==> src/rtl/memacc_pkg.sv <==
// memacc_pkg: shared types and helpers for the load/store unit.
`default_nettype none

package memacc_pkg;

  typedef enum logic [1:0] {
    SZ_B = 2'd0,
    SZ_H = 2'd1,
    SZ_W = 2'd2,
    SZ_D = 2'd3
  } size_e;

  typedef enum logic [1:0] {
    IDLE = 2'd0,
    RD   = 2'd1,
    WR   = 2'd2,
    RESP = 2'd3
  } state_e;

  localparam int ROW_BYTES = 8;
  localparam int LANE_W    = $clog2(ROW_BYTES);

  function automatic logic [3:0] size_bytes(input size_e sz);
    return 4'd1 << sz;
  endfunction

endpackage

`default_nettype wire

==> src/rtl/mem_access_unit_lane_merge.sv <==
// lane_merge: combinational byte-lane insert for stores and extract/extend for loads.
`default_nettype none

module lane_merge
  import memacc_pkg::*;
(
  input  logic [63:0]       row,
  input  logic [LANE_W-1:0] lane,
  input  size_e             size,
  input  logic              sign_ext,
  input  logic [63:0]       wdata,
  output logic [63:0]       merged,
  output logic [63:0]       extracted
);

  logic [5:0]  shamt;
  logic [63:0] size_mask;
  logic [63:0] shifted;

  assign shamt = {lane, 3'b000};

  always_comb begin
    size_mask = 64'hFFFF_FFFF_FFFF_FFFF;
    case (size)
      SZ_B:    size_mask = 64'h0000_0000_0000_00FF;
      SZ_H:    size_mask = 64'h0000_0000_0000_FFFF;
      SZ_W:    size_mask = 64'h0000_0000_FFFF_FFFF;
      default: size_mask = 64'hFFFF_FFFF_FFFF_FFFF;
    endcase
  end

  // A full-width access has an all-ones mask, so the stale row never leaks through.
  assign merged  = (row & ~(size_mask << shamt)) | ((wdata & size_mask) << shamt);
  assign shifted = row >> shamt;

  always_comb begin
    extracted = shifted;
    case (size)
      SZ_B:    extracted = {{56{sign_ext & shifted[7]}},  shifted[7:0]};
      SZ_H:    extracted = {{48{sign_ext & shifted[15]}}, shifted[15:0]};
      SZ_W:    extracted = {{32{sign_ext & shifted[31]}}, shifted[31:0]};
      default: extracted = shifted;
    endcase
  end

endmodule

`default_nettype wire

==> src/rtl/mem_access_unit.sv <==
// mem_access_unit: B/H/W/D load/store controller with read-modify-write for sub-word stores.
// Optional MISALIGN_TRAP_EN: fault misaligned requests instead of aligning them down.
`default_nettype none

module mem_access_unit
  import memacc_pkg::*;
#(
  parameter int ADDR_W = 64,
  parameter int ROW_W  = 6
) (
  input  logic              clk,
  input  logic              rst_n,
  input  logic              req_valid,
  output logic              req_ready,
  input  logic              req_we,
  input  logic [1:0]        req_size,
  input  logic              req_signed,
  input  logic [ADDR_W-1:0] req_addr,
  input  logic [63:0]       req_wdata,
  output logic              resp_valid,
  input  logic              resp_ready,
  output logic [63:0]       resp_rdata,
  output logic              resp_fault,
  output logic              mem_we,
  output logic [63:0]       mem_a,
  output logic [63:0]       mem_wd,
  input  logic [63:0]       mem_rd
);

  state_e state, state_nxt;

  logic              lat_we;
  size_e             lat_size;
  logic              lat_signed;
  logic [ROW_W-1:0]  lat_row;
  logic [LANE_W-1:0] lat_lane;
  logic [63:0]       lat_wdata;
  logic [63:0]       row_buf;
  logic [63:0]       rdata;

  size_e             in_size;
  logic [3:0]        in_nbytes;
  logic [LANE_W-1:0] low_mask;
  logic [LANE_W-1:0] lane_aligned;
  logic              in_misaligned;
  logic              unused_addr_bits;

  logic [63:0] merge_row;
  logic [63:0] merged;
  logic [63:0] extracted;

  assign in_size       = size_e'(req_size);
  assign in_nbytes     = size_bytes(in_size);
  assign low_mask      = LANE_W'(in_nbytes - 4'd1);
  assign lane_aligned  = req_addr[LANE_W-1:0] & ~low_mask;
  assign in_misaligned = |(req_addr[LANE_W-1:0] & low_mask);
  // Bits above the row field wrap; they never reach the memory.
  assign unused_addr_bits = ^req_addr[ADDR_W-1:LANE_W+ROW_W];

  always_ff @(posedge clk or negedge rst_n) begin
    if (!rst_n) state <= IDLE;
    else        state <= state_nxt;
  end

  always_comb begin
    state_nxt = state;
    case (state)
      IDLE: begin
        if (req_valid) begin
`ifdef MISALIGN_TRAP_EN
          if (in_misaligned)
            state_nxt = RESP;
          else
`endif
          if (req_we && in_size == SZ_D)
            state_nxt = WR;
          else
            state_nxt = RD;
        end
      end
      RD:      state_nxt = lat_we ? WR : RESP;
      WR:      state_nxt = RESP;
      RESP:    if (resp_ready) state_nxt = IDLE;
      default: state_nxt = IDLE;
    endcase
  end

  always_ff @(posedge clk or negedge rst_n) begin
    if (!rst_n) begin
      lat_we     <= 1'b0;
      lat_size   <= SZ_B;
      lat_signed <= 1'b0;
      lat_row    <= '0;
      lat_lane   <= '0;
      lat_wdata  <= '0;
      row_buf    <= '0;
      rdata      <= '0;
    end else begin
      case (state)
        IDLE: begin
          if (req_valid) begin
            lat_we     <= req_we;
            lat_size   <= in_size;
            lat_signed <= req_signed;
            lat_row    <= req_addr[LANE_W +: ROW_W];
            lat_lane   <= lane_aligned;
            lat_wdata  <= req_wdata;
            rdata      <= '0;
          end
        end
        RD: begin
          row_buf <= mem_rd;
          if (!lat_we) rdata <= extracted;
        end
        default: ;
      endcase
    end
  end

`ifdef MISALIGN_TRAP_EN
  logic fault;

  always_ff @(posedge clk or negedge rst_n) begin
    if (!rst_n)                        fault <= 1'b0;
    else if (state == IDLE && req_valid) fault <= in_misaligned;
  end

  assign resp_fault = fault;
`else
  logic unused_misaligned;
  assign unused_misaligned = in_misaligned;
  assign resp_fault        = 1'b0;
`endif

  // Loads extract straight from the memory read; stores merge into the captured row.
  assign merge_row = (state == RD) ? mem_rd : row_buf;

  lane_merge u_lane_merge (
    .row       (merge_row),
    .lane      (lat_lane),
    .size      (lat_size),
    .sign_ext  (lat_signed),
    .wdata     (lat_wdata),
    .merged    (merged),
    .extracted (extracted)
  );

  assign req_ready  = (state == IDLE);
  assign resp_valid = (state == RESP);
  assign resp_rdata = rdata;
  assign mem_we     = (state == WR);
  assign mem_wd     = (state == WR) ? merged : 64'd0;
  assign mem_a      = {{(64 - ROW_W - 2){1'b0}}, lat_row, 2'b00};

endmodule

`default_nettype wire

==> config.mk <==
export PLATFORM = sky130hd
export DESIGN_NAME = mem_access_unit
export DESIGN_NICKNAME = d
export VERILOG_FILES = /design/src/rtl/memacc_pkg.sv /design/src/rtl/mem_access_unit_lane_merge.sv /design/src/rtl/mem_access_unit.sv
export SDC_FILE = /design/constraint.sdc
export NUM_CORES = 1
export LEC_CHECK = 0
export ABC_CLOCK_PERIOD_IN_PS = 3440
export CAP_MARGIN = 15
export CORE_UTILIZATION = 35
export DETAILED_ROUTE_END_ITERATION = 16
export SLEW_MARGIN = 40
export SYNTH_ARGS = -nofsm -noshare
export SYNTH_HDL_FRONTEND = slang
export SYNTH_HIERARCHICAL = 1
export SYNTH_SLANG_ARGS = --single-unit
==> constraint.sdc <==
create_clock -name clk -period 3.44 [get_ports clk]
set_input_delay 0.688 -clock clk [delete_from_list [all_inputs] [get_ports clk]]
set_output_delay 0.688 -clock clk [all_outputs]
set_load 0.005 [all_outputs]
Yosys cells after proc, flatten, opt, wreduce, memory -nomap -nowiden
Cells that the tools add are included.

storage, ports and cells
  register bits = 207
  output and inout bits = 196

cells by class
  add/sub/neg operators = 1
  equal/unequal tests = 9
  shifts and indexed selects = 4
  muxes and demuxes = 12
  bitwise logic cells = 9
  reductions and logical operators = 7

operators by type and width
  cell                                                                     number
  64-bit case mux with 3 select lines                                      2
  64-bit two-way mux                                                       4
  64-bit AND                                                               2
  64-bit case mux with 2 select lines                                      1
  64-bit by 6-bit left shift with 64-bit output                            2
  64-bit inverter                                                          1
  64-bit OR                                                                1
  64-bit by 6-bit >> shifter with 64-bit output                            1
  2-bit == test, second input constant                                     4
  2-bit case mux with 4 select lines                                       1
  2-bit two-way mux                                                        3
  2-bit by 1-bit == test with 1-bit output, second input constant          2
  2-bit zero test                                                          2
  2-bit inequality test, second input constant                             2
  2-bit AND reduction                                                      2
  1-bit AND                                                                3
  3-bit AND                                                                1
  3-bit inverter                                                           1
  3-bit AND reduction                                                      1
  1-bit by 2-bit left shift with 3-bit output, first input constant        1
  3-bit by 1-bit subtractor with 3-bit output, second input constant       1
  2-bit by 1-bit inequality test with 1-bit output, second input constant  1
  2-bit nonzero test                                                       1
  1-bit logical AND                                                        1
  1-bit two-way mux                                                        1

Longest topological paths before layout
Gate-level depths: netlist (run 1).

  depth in word-level cells = 7
  gate-level depth with buffers = 13

Modules after synthesis
The synthesis (run 1) kept the hierarchy.

modules (own cells, without submodules)
  module           times used  cells an instance  area each (um^2)  sequential area each (um^2)
  mem_access_unit  1           728                9245.1            5180.0
  lane_merge       1           629                4936.0            0.0

Least setup slack after synthesis (run 1)
No wires, ideal clock.

  path kind = reg2reg
  start point = register state[1]
  end point = register rdata[54] (netlist: resp_rdata[54])
  setup time = 0.123 ns
  arrival time = 2.676 ns
  required time = 3.317 ns
  slack = 0.641 ns
  stages on the path, launching flop included = 13
  path buffers = 4
  clock period less this slack = 2.799 ns
  cell sequence = dfrtp_1 > inv_1 > ha_1 > buf_2 > buf_2 > mux2_2 > a2111oi_0 > or4b_1 > buf_6 > buf_6 > o2111ai_2 > nand2_1 > mux2i_1

on the way
  word-level cells in the longest chain between the ends = 7
  elaborated cells between the ends (all ways) = 14
  classes of those cells = eq/ne: 3; shift: 1; mux: 4; bitwise: 3; reduce/logical: 3

RTL lines
  what                                             line                                                                                                  RTL
  from (decl)                                      mem_access_unit.sv:30                                                                                 state_e state, state_nxt;
  from (signal assigned)                           mem_access_unit.sv:62                                                                                 else state <= state_nxt;
  2-bit by 1-bit == test with 1-bit output *       mem_access_unit.sv:136                                                                                assign merge_row = (state == RD) ? mem_rd : row_buf;
  64-bit two-way mux *                             --
  named net merge_row[23]                          mem_access_unit.sv:48                                                                                 logic [63:0] merge_row;
  64-bit by 6-bit >> shifter with 64-bit output *  mem_access_unit_lane_merge.sv:34                                                                      assign shifted = row >> shamt;
  1-bit AND (on tied branches)                     mem_access_unit_lane_merge.sv:41, mem_access_unit_lane_merge.sv:39, mem_access_unit_lane_merge.sv:40
  64-bit case mux with 3 select lines *            mem_access_unit_lane_merge.sv:38                                                                      case (size)
  named net extracted[54]                          mem_access_unit.sv:50                                                                                 logic [63:0] extracted;
  64-bit two-way mux *                             mem_access_unit.sv:113                                                                                if (!lat_we) rdata <= extracted;
  64-bit case mux with 2 select lines *            mem_access_unit.sv:99                                                                                 case (state)
  to (signal assigned)                             mem_access_unit.sv:113
  to (decl)                                        mem_access_unit.sv:39                                                                                 logic [63:0] rdata;

Mark *: on every way through the listed nets, which the timed path passes. The rest lies on a longest branch. The select of a mux whose other input is x is not followed.
A chain may end at the register's enable or synchronous reset.

Final worst setup path (run 1)
  start point = register lat_lane[0]
  end point = output mem_wd[56]

on the way
  word-level cells in the longest chain between the ends = 5
  elaborated cells between the ends (all ways) = 6
  classes of those cells = shift: 2; mux: 1; bitwise: 3

RTL lines
  what                                           line                              RTL
  from (decl)                                    mem_access_unit.sv:36             logic [LANE_W-1:0] lat_lane;
  from (signal assigned)                         mem_access_unit.sv:106            lat_lane <= lane_aligned;
  64-bit by 6-bit left shift with 64-bit output  mem_access_unit_lane_merge.sv:33  assign merged = (row & ~(size_mask << shamt)) | ((wdata & size_mask) << shamt);
  64-bit inverter                                mem_access_unit_lane_merge.sv:33
  64-bit AND                                     mem_access_unit_lane_merge.sv:33
  64-bit OR *                                    mem_access_unit_lane_merge.sv:33
  named net merged[56]                           mem_access_unit.sv:49             logic [63:0] merged;
  64-bit two-way mux *                           mem_access_unit.sv:152            assign mem_wd = (state == WR) ? merged : 64'd0;
  to (decl)                                      mem_access_unit.sv:26             output logic [63:0] mem_wd,

Mark *: on every way through the listed nets, which the timed path passes. The rest lies on a longest branch.

==> results of run 1 <==
-- worst register-to-register path, cell delays in order (launching register included) --
cell and delay, ps:
dfrtp_1 410, ha_4 210, buf_6 150, clkbuf_16 170
mux2_2 330, mux2_1 250, nor3_1 80, or4b_2 720
buf_12 210, buf_4 200, o21ai_2 60, nand2_1 60
mux2i_1 140
-- what timing repair did --
item / 4_1_cts / 5_1_grt
resized for setup: 134 / 112
setup endpoints to repair: 64 / 48
cloned: 2 / 2
pin swaps: 11 / 19
setup buffers: 29 / 45
-- Yosys cell counts, types with 9 or more instances --
cell type	instances
nor2_1	11
mux4_2	37
a21oi_1	33
a22o_1	9
buf_4	73
dfrtp_1	207
a221o_1	16
nand4_2	23
inv_1	69
o21ai_0	55
buf_2	38
mux2i_1	129
nor2b_1	15
clkbuf_1	35
a22oi_1	25
o211ai_1	9
nand2_1	166
buf_6	15
o2bb2ai_1	10
nand3_1	12
mux2_2	158
o2111ai_1	16
and2_1	75
o22ai_1	18
-- logic make-up (layout without fill, tap and decap cells) --
group	count (synthesis)	count (layout)	synth area share [%]
buf+inv	242	574	10.2
other cells	1	59	0.0264
mux	325	325	27.6
fa+ha+maj	6	6	0.529
simple gates	346	346	13.8
flops	207	207	36.5
compound gates	230	230	11.4
-- flip-flops by register name, summed over array words and instances (netlist names) --
name,flops
lat_lane,3
lat_row,6
lat_signed,1
lat_size,2
lat_wdata,64
lat_we,1
resp_rdata,64
row_buf,64
state,2
-- how the worst max path moves through the flow --
stage / slack, ps / from / to / depth (start not counted)
floorplan: 640 / state[1] / resp_rdata[54] / 12
global placement: 210 / mem_rd[56] / mem_wd[56] / 7
detailed placement: 170 / mem_rd[39] / resp_rdata[11] / 10
CTS: -110 / state[1] / mem_wd[56] / 9
global route: -120 / state[1] / mem_wd[56] / 9
finish: -60 / lat_lane[0] / mem_wd[56] / 8
-- power groups by stage --
stage	Sequential (mW)	Clock, mW	Combinational (mW)
2_1_floorplan	4.07	0	8.93
3_3_place_gp	4.50	0	14.1
3_5_place_dp	4.54	0	14.1
4_1_cts	4.43	2.68	15.3
5_1_grt	4.58	2.78	17.2
6_report	4.48	2.62	16.4
-- routing by layer --
metal	GRT usage [%]	vias up	share of wire, %	wire [um]
li1	-	5500	-	-
met1	34.0	5945	42	22700
met2	42.3	584	47	25300
met3	2.46	123	6.0	3230
met4	10.0	0	4.8	2580
met5	0	-	0	0
-- area by class of cell --
cell class / count / area, sq um / share of cell area [%]
multi-input combinational: 966 / 8320 / 41.9
sequential: 207 / 5190 / 26.2
timing repair buffer: 464 / 4610 / 23.2
clock buffer: 31 / 668 / 3.37
tap: 525 / 657 / 3.31
inverter: 70 / 269 / 1.36
clock inverter: 9 / 129 / 0.649
==> flow_summary_export.csv, run 1 <==
group,metric,value,unit
status,status,"finished with violations",
status,violations,"setup timing",
worst_setup_path,start_kind,"flip-flop",
hold_path,hp-class,"input port to asynchronous set/reset pin",
layout,fillers,3766,
route,avgViaCountPerCell,5.35,
route,totalWireLength,53.8,mm
layout,utilization,49.8,%
sta,slew_viol_final,0,
layout,areaGrowthSynthToFinish,39.9,%
power_and_ir_drop,swShare,43.8,%
logic_synthesis,yosys-top-cells-area,"dfrtp_1, mux2_2, mux2i_1",
clock_tree,htreeDepth,1,
sta,max_slew.worst_pin.slew,581,ps
logic_synthesis,syn_inst,1357,
placement,dpl.hpwl,40.3,mm
worst_setup_path,critPathBufInv,4,
die,die_height,203,um
power_and_ir_drop,total_power,23.5,mW
logic_synthesis,synth.avg_cell_area,10.5,sq um
worst_setup_path,cp_common_cell,"buf_4",
layout,finalNonFillerCells,2272,
logic_synthesis,synth_top_area_cell,"dfrtp_1",
worst_setup_path,worst_path_max_delay_cell,"dfrtp_4",
power_and_ir_drop,vdd_drop_max,0.000551,V
layout,drive_gt1_share,31.4,%
global_route,grt_max_degree,83,
logic_synthesis,synth_area,14200,sq um
power_and_ir_drop,power_density,1180,nW/um^2
die,die_x,203,um
power_and_ir_drop,power_frac_seq,19.1,%
route,first_pass_iters,5,
worst_setup_path,critPathArrivalTime,2820,ps
route,remaining_drc_errors,0,
die,core_area,39800,sq um
logic_synthesis,synth_top_area_share,36.5,%
layout,nNetsFinal,1939,
layout,mostFrequentLayoutCell,"clkdlybuf4s50_1",
layout,layout_common_cells,"clkdlybuf4s50_1, dfrtp_1, nand2_1",
logic_synthesis,ys_warn_count,6,
clock_tree,root_buffer,"clkbuf_16",
global_route,grt_overflow,0,
sta,final-setup-viol-count,2,
power_and_ir_drop,pwr-share-clk,11.1,%
sta,hold_slack,120,ps
logic_synthesis,ys_seq_elements,207,
global_route,antenna_found_initial,0,
clock_tree,clock_latency,530,ps
power_and_ir_drop,p_leak,8.93,nW
logic_synthesis,synth-main-ff-cell,"dfrtp_1",
die,start_util,35.6,%
worst_setup_path,crit_path_max_incr_delay,510,ps
worst_setup_path,crit_chain,"buf_12 -> buf_4 -> mux4_2 -> a22oi_1 -> o21ai_1 -> buf_4 -> and2_1 -> clkdlybuf4s50_1",
worst_setup_path,end_kind,"output port",
sta,fin_crit,3500,ps
layout,stdcell_area,19800,sq um
placement,place_area,17700,sq um
placement,port_buffers,281,
logic_synthesis,synth_enable_flop_cells,0,
route,wire_per_inst,23.7,um
placement,gp_congestion,0.935,
clock_tree,clk_pin_slew,60,ps
route,via_count,12200,
sta,timing.fmax,0.285,GHz
worst_setup_path,rr_endpoint,"resp_rdata[11]",
sta,worst_slack,-63.1,ps
placement,dpl.cell_count,2156,
power_and_ir_drop,power_frac_comb,69.8,%
clock_tree,cts_tree,"built",
power_and_ir_drop,p_int,13.2,mW
route,drt_iter0_markers,1013,
clock_tree,cts_inserted_buffers,24,
worst_setup_path,critical_path_class,"flip-flop to output port",
logic_synthesis,ys_seq_area_share,36.5,%
global_route,grt_pass1_vias,12000,
clock_tree,holdBufCountCts,0,
die,die-area,41300,sq um
route,ant_nets,0,
worst_setup_path,rr_startpoint,"state[0]",
sta,rsz0062_at_grt,"yes",
clock_tree,cts_buffer_depth,3,
global_route,grt_usage,25.4,%
worst_setup_path,crit_family,"buffers and inverters",
sta,clock_skew,13.3,ps
worst_setup_path,r2r_slack,360,ps
die,ios,396,
power_and_ir_drop,net-switching-power,10.3,mW
worst_setup_path,cp_max_fo,7,
global_route,grt_first_pass_wirelength,78.5,mm
worst_setup_path,rr_worst_depth,12,
layout,antenna_cells,0,
logic_synthesis,synth.distinct_cells,65,
flow_run,max_cap_violations,0,
sta,finalCritPeriodShare,102,%
sta,relSlewSlack,61.3,%
sta,finalHoldViolCount,0,
die,rows,73,
clock_tree,cts.sink_count,207,
sta,setup_tns,-63.4,ps
worst_setup_path,cp_data_required_time,2750,ps
placement,pre_cts_ws,174,ps
logic_synthesis,ys_async_sr_fraction,100,%
Note: power is estimated with default switching activity, not from simulation.
==> run 2, diff against run 1 <==
CORE_MARGIN = 1.5   (was default)
CTS_BUF_LIST = sky130_fd_sc_hd__clkbuf_2   (was default)
PLACE_DENSITY = 0.7   (was default)
==> run 2 against run 1 <==
The run still ends with setup timing left; utilization grew 3.3 points; clock power shrank 31%; cell area grew 6.6%; sequential cell count is the same; worst hold slack gained 170 ps; combinational power grew 18%; sequential share of layout area shrank 1.6 points; largest power group unchanged.
==> flow_summary_export.csv, run 2 (synthesis gave the netlist of run 1 again) <==
group,metric,value,unit
power_and_ir_drop,p_leak,9.35,nW
sta,timing.fmax,0.261,GHz
layout,mostFrequentLayoutCell,"clkdlybuf4s50_1",
layout,drive_gt1_share,43.8,%
sta,finalCritPeriodShare,112,%
placement,gp_congestion,0.997,
worst_setup_path,end_kind,"output port",
sta,max_slew.worst_pin.slew,752,ps
die,die-area,41700,sq um
sta,clock_skew,100,ps
worst_setup_path,r2r_slack,90,ps
clock_tree,cts_tree,"built",
status,violations,"setup timing",
global_route,antenna_found_initial,6,
flow_run,max_cap_violations,0,
sta,finalHoldViolCount,0,
die,die_x,204,um
die,core_area,39800,sq um
die,start_util,35.6,%
clock_tree,clk_pin_slew,100,ps
sta,final-setup-viol-count,62,
worst_setup_path,cp_data_required_time,2750,ps
hold_path,whs_endpoint,"lat_lane[0]",
clock_tree,clock_latency,1000,ps
die,ios,396,
route,drt_iter0_markers,1212,
global_route,grt_overflow,0,
worst_setup_path,critical_path_class,"flip-flop to output port",
global_route,grt_max_degree,86,
sta,fin_crit,3840,ps
hold_path,min_path_cells,3,
layout,fillers,3502,
global_route,met2_usage,42.5,%
route,totalWireLength,58.6,mm
global_route,grt.busiest_layer,"met2",
sta,relSlewSlack,49.9,%
clock_tree,htreeDepth,2,
layout,nNetsFinal,2076,
sta,rsz0062_at_grt,"yes",
die,die_height,204,um
route,wire_per_inst,24.1,um
sta,setup_tns,-14080,ps
worst_setup_path,rr_endpoint,"resp_rdata[39]",
sta,worst_slack,-396,ps
clock_tree,root_buffer,"clkbuf_2",
power_and_ir_drop,total_power,25.6,mW
placement,port_buffers,281,
global_route,gr-usage-met1,34.0,%
route,via_count,13500,
layout,layout_common_cells,"clkdlybuf4s50_1, dfrtp_1, buf_4",
placement,dpl.cell_count,2146,
die,rows,73,
global_route,grt_first_pass_wirelength,82.3,mm
route,remaining_drc_errors,0,
power_and_ir_drop,power_density,1210,nW/um^2
status,status,"finished with violations",
layout,areaGrowthSynthToFinish,49.2,%
route,ant_nets,0,
global_route,grt_usage,26.7,%
worst_setup_path,critPathArrivalTime,3150,ps
clock_tree,cts_inserted_buffers,55,
worst_setup_path,rr_worst_depth,14,
layout,layout.area.seq,5200,sq um
global_route,grt_use_met3,5.04,%
layout,multiInputGateArea,8790,sq um
hold_path,hp-class,"input port to flip-flop",
placement,dpl.hpwl,39.6,mm
hold_path,min-delay-start,"req_addr[0]",
clock_tree,cts.sink_count,207,
sta,slew_viol_final,0,
worst_setup_path,cp_max_fo,8,
power_and_ir_drop,vdd_drop_max,0.000462,V
worst_setup_path,rr_startpoint,"state[0]",
global_route,grt_pass1_vias,12800,
route,avgViaCountPerCell,5.53,
clock_tree,cts_buffer_depth,3,
route,first_pass_iters,5,
worst_setup_path,start_kind,"flip-flop",
layout,finalNonFillerCells,2434,
==> run 2: worst max path at each step <==
| stage | end | from | slack, ps |
|---|---|---|---|
| 2_1_floorplan | resp_rdata[54] | state[1] | 640 |
| 3_5_place_dp | mem_wd[31] | lat_size[0] | 100 |
| 6_report | mem_wd[51] | lat_size[1] | -400 |
| 5_1_grt | mem_wd[51] | lat_lane[1] | -450 |
| 3_3_place_gp | mem_wd[47] | lat_size[0] | 80 |
| 4_1_cts | mem_wd[39] | state[1] | -560 |
==> run 2: area by class of cell <==
| cell class | count | share of cell area, % |
|---|---|---|
| well taps | 525 | 3.11 |
| repair buffers | 570 | 27.1 |
| clock buffers | 73 | 1.73 |
| multi-input cells | 966 | 41.5 |
| clock inverters | 20 | 0.621 |
| diodes | 3 | 0.0355 |
| inverters | 70 | 1.28 |
| flip-flops and latches | 207 | 24.6 |
==> run 2: metal layers <==
metal / part of all wire, % / vias up / wire length [um]
met5: 0.041 / - / 24
met4: 6.2 / 4 / 3640
met3: 8.4 / 223 / 4930
met2: 46 / 856 / 27100
met1: 39 / 6569 / 22800
li1: - / 5801 / -
==> run 2: timing repair <==
item | in CTS | in global routing
setup endpoints to repair | 65 | 64
gates resized for setup | 448 | 202
endpoints found under the hold margin | 82 | 0
cloned | 10 | 2
pin swaps | 68 | 87
buffers inserted | 87 | 115
hold buffers | 1 | 0
==> run 2: through the flow <==
step	worst slack (ps)	cell area [sq um]	hold WS, ps	utilization [%]
4_1_cts	-562	19800	188	49.8
6_report	-396	21200	286	53.1
5_1_grt	-451	21200	242	53.1
3_3_place_gp	80.1	17600	490	44.2
3_5_place_dp	100	17600	492	44.2
2_1_floorplan	641	14400	392	-
==> run 2: power by group <==
group	internal (mW)	switching (mW)	leakage, nW
Sequential	3.56	0.970	2.55
Combinational	9.80	9.46	6.43
Clock	0.727	1.07	0.369
==> run 2: worst max-delay path, stage by stage (launching register included) <==
cell and delay [ps]:
dfrtp_2 490, buf_12 170, or2_4 320, and3_4 210
o22ai_4 210, buf_12 150, buf_4 100, a221o_1 140
and2_4 150, clkdlybuf4s15_1 200
